## src/rtl/arb_pkg.sv

```systemverilog
// Shared types and constants for the memory port arbiter.
package arb_pkg;

  typedef enum logic [1:0] {
    IDLE,
    ISSUE,
    WAIT,
    RESP
  } arb_state_t;

  typedef enum logic {
    OWN_IF,
    OWN_D
  } owner_t;

  localparam logic [1:0] SZ_BYTE = 2'b00;
  localparam logic [1:0] SZ_HALF = 2'b01;
  localparam logic [1:0] SZ_WORD = 2'b10;

endpackage

```

## src/rtl/arb_watchdog.sv

```systemverilog
// Wait-cycle counter for the arbiter; expired goes high once TIMEOUT cycles
// have been counted since the last clear.
module arb_watchdog #(
  parameter int TIMEOUT = 15
) (
  input  logic clk,
  input  logic rst,
  input  logic clear,
  input  logic enable,
  output logic expired
);

  localparam int CW = $clog2(TIMEOUT + 1);

  logic [CW-1:0] count;

  // Saturates at TIMEOUT so a stalled enable can never wrap back to zero.
  always_ff @(posedge clk or negedge rst) begin
    if (!rst) begin
      count <= '0;
    end else if (clear) begin
      count <= '0;
    end else if (enable && (count != CW'(TIMEOUT))) begin
      count <= count + CW'(1);
    end
  end

  assign expired = (count == CW'(TIMEOUT));

endmodule

```

## src/rtl/mem_port_arbiter.sv

```systemverilog
// Shares one memory port between instruction fetch and load/store.
// Define ARB_ROUND_ROBIN_EN for round-robin arbitration; default is data-first.
module mem_port_arbiter
  import arb_pkg::*;
#(
  parameter int WIDTH   = 32,
  parameter int ADDR_W  = 16,
  parameter int TIMEOUT = 15
) (
  input  logic              clk,
  input  logic              rst,
  input  logic              if_req,
  input  logic [ADDR_W-1:0] if_addr,
  output logic              if_ack,
  output logic [WIDTH-1:0]  if_rdata,
  input  logic              d_req,
  input  logic              d_we,
  input  logic [1:0]        d_size,
  input  logic [ADDR_W-1:0] d_addr,
  input  logic [WIDTH-1:0]  d_wdata,
  output logic              d_ack,
  output logic [WIDTH-1:0]  d_rdata,
  output logic              err,
  output logic              mem_req,
  output logic              mem_we,
  output logic [1:0]        mem_size,
  output logic [ADDR_W-1:0] mem_addr,
  output logic [WIDTH-1:0]  mem_wdata,
  input  logic              mem_ack,
  input  logic [WIDTH-1:0]  mem_rdata
);

  arb_state_t        state;
  arb_state_t        next_state;
  owner_t            owner_q;
  owner_t            grant_d;
  logic              expired;
  logic              mem_we_q;
  logic [1:0]        mem_size_q;
  logic [ADDR_W-1:0] mem_addr_q;
  logic [WIDTH-1:0]  mem_wdata_q;
  logic [WIDTH-1:0]  rdata_q;
  logic              err_q;

`ifdef ARB_ROUND_ROBIN_EN
  owner_t last_grant;

  always_ff @(posedge clk or negedge rst) begin
    if (!rst) begin
      last_grant <= OWN_D;
    end else if ((state == IDLE) && (if_req || d_req)) begin
      last_grant <= grant_d;
    end
  end
`endif

  // Winner selection; only meaningful while IDLE sees a pending request.
  always_comb begin
    grant_d = OWN_IF;
    if (if_req && d_req) begin
`ifdef ARB_ROUND_ROBIN_EN
      grant_d = (last_grant == OWN_D) ? OWN_IF : OWN_D;
`else
      grant_d = OWN_D;
`endif
    end else if (d_req) begin
      grant_d = OWN_D;
    end
  end

  always_ff @(posedge clk or negedge rst) begin
    if (!rst) begin
      state <= IDLE;
    end else begin
      state <= next_state;
    end
  end

  always_comb begin
    next_state = state;
    case (state)
      IDLE:    if (if_req || d_req) next_state = ISSUE;
      ISSUE:   next_state = mem_ack ? RESP : WAIT;
      WAIT:    if (mem_ack || expired) next_state = RESP;
      RESP:    next_state = IDLE;
      default: next_state = IDLE;
    endcase
  end

  // Request latching at grant and response capture; ack beats timeout.
  always_ff @(posedge clk or negedge rst) begin
    if (!rst) begin
      owner_q     <= OWN_IF;
      mem_we_q    <= 1'b0;
      mem_size_q  <= 2'b00;
      mem_addr_q  <= '0;
      mem_wdata_q <= '0;
      rdata_q     <= '0;
      err_q       <= 1'b0;
    end else begin
      case (state)
        IDLE: begin
          if (if_req || d_req) begin
            owner_q <= grant_d;
            err_q   <= 1'b0;
            if (grant_d == OWN_D) begin
              mem_we_q    <= d_we;
              mem_size_q  <= d_size;
              mem_addr_q  <= d_addr;
              mem_wdata_q <= d_wdata;
            end else begin
              mem_we_q    <= 1'b0;
              mem_size_q  <= SZ_WORD;
              mem_addr_q  <= if_addr;
              mem_wdata_q <= '0;
            end
          end
        end
        ISSUE, WAIT: begin
          if (mem_ack) begin
            rdata_q <= mem_we_q ? '0 : mem_rdata;
            err_q   <= 1'b0;
          end else if ((state == WAIT) && expired) begin
            rdata_q <= '0;
            err_q   <= 1'b1;
          end
        end
        default: ;
      endcase
    end
  end

  arb_watchdog #(
    .TIMEOUT(TIMEOUT)
  ) u_watchdog (
    .clk    (clk),
    .rst    (rst),
    .clear  (state != WAIT),
    .enable (state == WAIT),
    .expired(expired)
  );

  assign mem_req   = (state == ISSUE) || (state == WAIT);
  assign mem_we    = mem_we_q;
  assign mem_size  = mem_size_q;
  assign mem_addr  = mem_addr_q;
  assign mem_wdata = mem_wdata_q;
  assign if_ack    = (state == RESP) && (owner_q == OWN_IF);
  assign d_ack     = (state == RESP) && (owner_q == OWN_D);
  assign if_rdata  = rdata_q;
  assign d_rdata   = rdata_q;
  assign err       = err_q;

endmodule

```

## config.mk

```make
export PLATFORM = sky130hd
export DESIGN_NAME = mem_port_arbiter
export DESIGN_NICKNAME = d
export VERILOG_FILES = /design/src/rtl/arb_pkg.sv /design/src/rtl/arb_watchdog.sv /design/src/rtl/mem_port_arbiter.sv
export SDC_FILE = /design/constraint.sdc
export NUM_CORES = 1
export LEC_CHECK = 0
export BUFFER_PORTS_ARGS = -buffer_cell sky130_fd_sc_hd__buf_2
export CAP_MARGIN = 10
export CORE_ASPECT_RATIO = 0.5
export CORE_MARGIN = 5
export CORE_UTILIZATION = 40
export DETAILED_ROUTE_END_ITERATION = 6
export PLACE_DENSITY = 0.77
export SYNTH_ARGS = -nofsm -noshare
export SYNTH_HDL_FRONTEND = slang
export SYNTH_SLANG_ARGS = --single-unit
```

## constraint.sdc

```tcl
create_clock -name clk -period 1.6 [get_ports clk]
set_clock_uncertainty 0.15 [all_clocks]
set_input_delay 0.08 -clock clk [delete_from_list [all_inputs] [get_ports clk]]
set_output_delay 0.08 -clock clk [all_outputs]
set_load 0.1 [all_outputs]
```

==> metrics <==
run status=finished, violations left; violated checks=DRC, setup timing; Worst Max-Slew Pin Slew=0.512 ns; commonest cells after routing, fill and taps aside=sky130_fd_sc_hd__buf_2 (218), sky130_fd_sc_hd__dlygate4sd3_1 (101), sky130_fd_sc_hd__nand2_1 (91); routability-driven placement congestion ratio=0.814; hold path endpoint=mem_addr[13]; # setup viols final=52; Antenna Nets Post-Route=0; Core ar.=9510 um^2; Die Outline Area=12000 um^2; Layout Utilization=69.4%; number of antenna violations at the first check in global routing=0; flops & latches, synth=91; synthesis-to-finish area growth=67.7%; capturing element type of the critical path=flop; capturing point of the worst reg2reg path=err; number of placement rows=25; drt first-iter violations=316; clock sinks=91; remaining routing DRC violations=2; post-synthesis cell type count=27; largest net degree at the start of global routing=92; vias in the first global route=4170; share of final-layout standard cells stronger than drive strength 1=41.2%; setup slack of the critical path after layout=-0.0947 ns; effective utilization at floorplan=41.4%; CTS tree=built; worst max-slew margin expressed relative to the limit=66.1%; Max FO, Critical Path=3; slowest library cell on the worst path=sky130_fd_sc_hd__dfrtp_1; post-detail-place hpwl=8090 um; type of the worst min-delay path=in2reg; FF/Latch Area=2280 um^2; syn_area_per_cell=10.5 um^2; Hold Fails Final Rpt=0; Worst R2R Setup Slack=-0.09 ns; number of nets in the final layout=789; number of warning messages in the yosys log=0; Final Max Tran Viols=0; buffers added on ports=222; cell count after synthesis=375; Total Routed Length=13800 um; per-cell via count in the routed design=4.91; first-pass iteration count of the detailed router=7; share of synthesized area occupied by flip-flops and latches=57.9%; R2R cell count=7; setup repair after global routing missed its margin=true; footprint of the multi-input gates=1380 um^2; cell at the root of the clock tree=sky130_fd_sc_hd__clkbuf_16; aggregate global routing overflow=0; maximum root-to-sink buffer count=2; signal arrival time at the worst endpoint=1.77 ns; top-level I/O count=223; most frequent standard cell in the layout excluding fill and tap cells=sky130_fd_sc_hd__buf_2; highest attainable clock frequency=590 MHz; Chip Height=80.1 um; Reg clk slew, reported paths=0.07 ns; cell depth of the worst min-delay path=4; final period demand of the worst path=1.69 ns; launching point of the worst reg2reg path=state[0]; cells along the critical path=inv_2, ha_4, or3b_4, buf_4, buf_6, a21oi_2, o2bb2ai_1; insertion delay of the later-clocked pin in the worst-skew pair=0.33 ns; Die X=150 um; max-cap viol count=0; mean routed wirelength per cell=16.8 um; CP Launch Type=flop; number of CTS-inserted buffers=9; Tot GR Track Use=22.7%; Worst Setup Path Type=reg2reg; final cycle utilization of the critical path=106%; # H-tree levels=3; total number of vias=4030; combined area of all synthesized cells=3940 um^2; Filler cells=653; stage delay of the slowest cell on the critical path=0.39 ns; data required time at the worst endpoint=1.67 ns; number of nets in the synthesized netlist=485; Worst Min Path Start=if_req; Post-Layout Cell Count=820; dpl cells=699; wire length of the first global-routing pass=21400 um
synthesized netlist by cell type, drive strengths merged:
cell,count,area share (%)
and2,1,0.16
clkbuf,14,1.3
nand2,92,8.8
a21oi,2,0.25
inv,4,0.38
nand2b,1,0.16
nor2b,3,0.48
nand3,36,4.6
ha,6,1.9
o2bb2ai,1,0.22
nor3,1,0.13
a221o,1,0.25
buf,41,7.4
o21ai,23,3.1
mux2,1,0.29
a22o,32,7.1
or3b,1,0.29
mux2i,17,4.3
xnor2,1,0.22
a211oi,1,0.19
dfrtp,91,58
a31oi,1,0.16
nor2,4,0.38
critical path: cells and delay by family (launching register included):
| family | cells | cell delay (ns) |
|---|---|---|
| DFF | 1 | 0.39 |
| and+or+nand+nor | 1 | 0.39 |
| buffers and inverters | 3 | 0.34 |
| AOI/OAI and AO/OA | 2 | 0.19 |
| adders and majority gates | 1 | 0.12 |
worst max path at each step:
stage,from,to,slack (ns)
after floorplan,state[0],d_rdata[0],-0.12
after global placement,state[0],state[1],-0.05
after detailed placement,state[0],state[0],-0.1
after CTS,state[1],state[0],-0.1
after global routing,state[0],state[0],-0.18
final,state[0],err,-0.09
logic make-up after synthesis:
kind of cell    after synthesis  share of synthesized area (%)
flops                        91                           57.9
simple gates                139                           14.9
mux                          18                           4.61
xor+xnor                      1                          0.223
compound gates               61                           11.3
buf+inv                      59                           9.13
fa+ha+maj                     6                           1.91
layer usage:
metal | routed length (um) | GRT usage [%] | up-vias
li1 | - | - | 1845
met1 | 4980 | 25.1 | 1976
met2 | 7570 | 42.7 | 165
met3 | 665 | 4.51 | 44
met4 | 566 | 10.1 | 0
met5 | 0 | 0 | -
layout make-up:
class	instances	area share (%)
clock inverters	7	1.61
flip-flops and latches	91	34.5
well taps	135	2.56
multi-input cells	225	20.9
repair buffers	348	36.7
diodes	1	0.0379
inverters	4	0.228
clock buffers	9	3.41
what timing repair did:
action                                  in CTS  in global routing
hold buffers                               101                  0
endpoints found under the setup margin      37                 87
setup buffers                                2                  1
resized for setup                           10                  6
hold endpoints to repair                   176                  0
metrics by stage:
step	hold WS [ns]	area [um^2]	setup WS, ns	TNS (ns)
2_1_floorplan	-0.366	4010	-0.122	-3.84
3_3_place_gp	0.00728	5180	-0.0521	-0.541
3_5_place_dp	0.0110	5180	-0.0951	-1.92
4_1_cts	0.00976	6580	-0.0966	-0.374
5_1_grt	0.0486	6600	-0.178	-7.38
6_report	0.0269	6600	-0.0947	-1.48
state kept, by name (all words and copies together) (netlist names), 2 cells and up:
register	count
u_watchdog.count	4
mem_wdata	32
d_rdata	32
mem_size	2
state	2
mem_addr	16
Power is not shown: default switching activity piles up to over one toggle a cycle in this logic, so the estimate is an artifact.
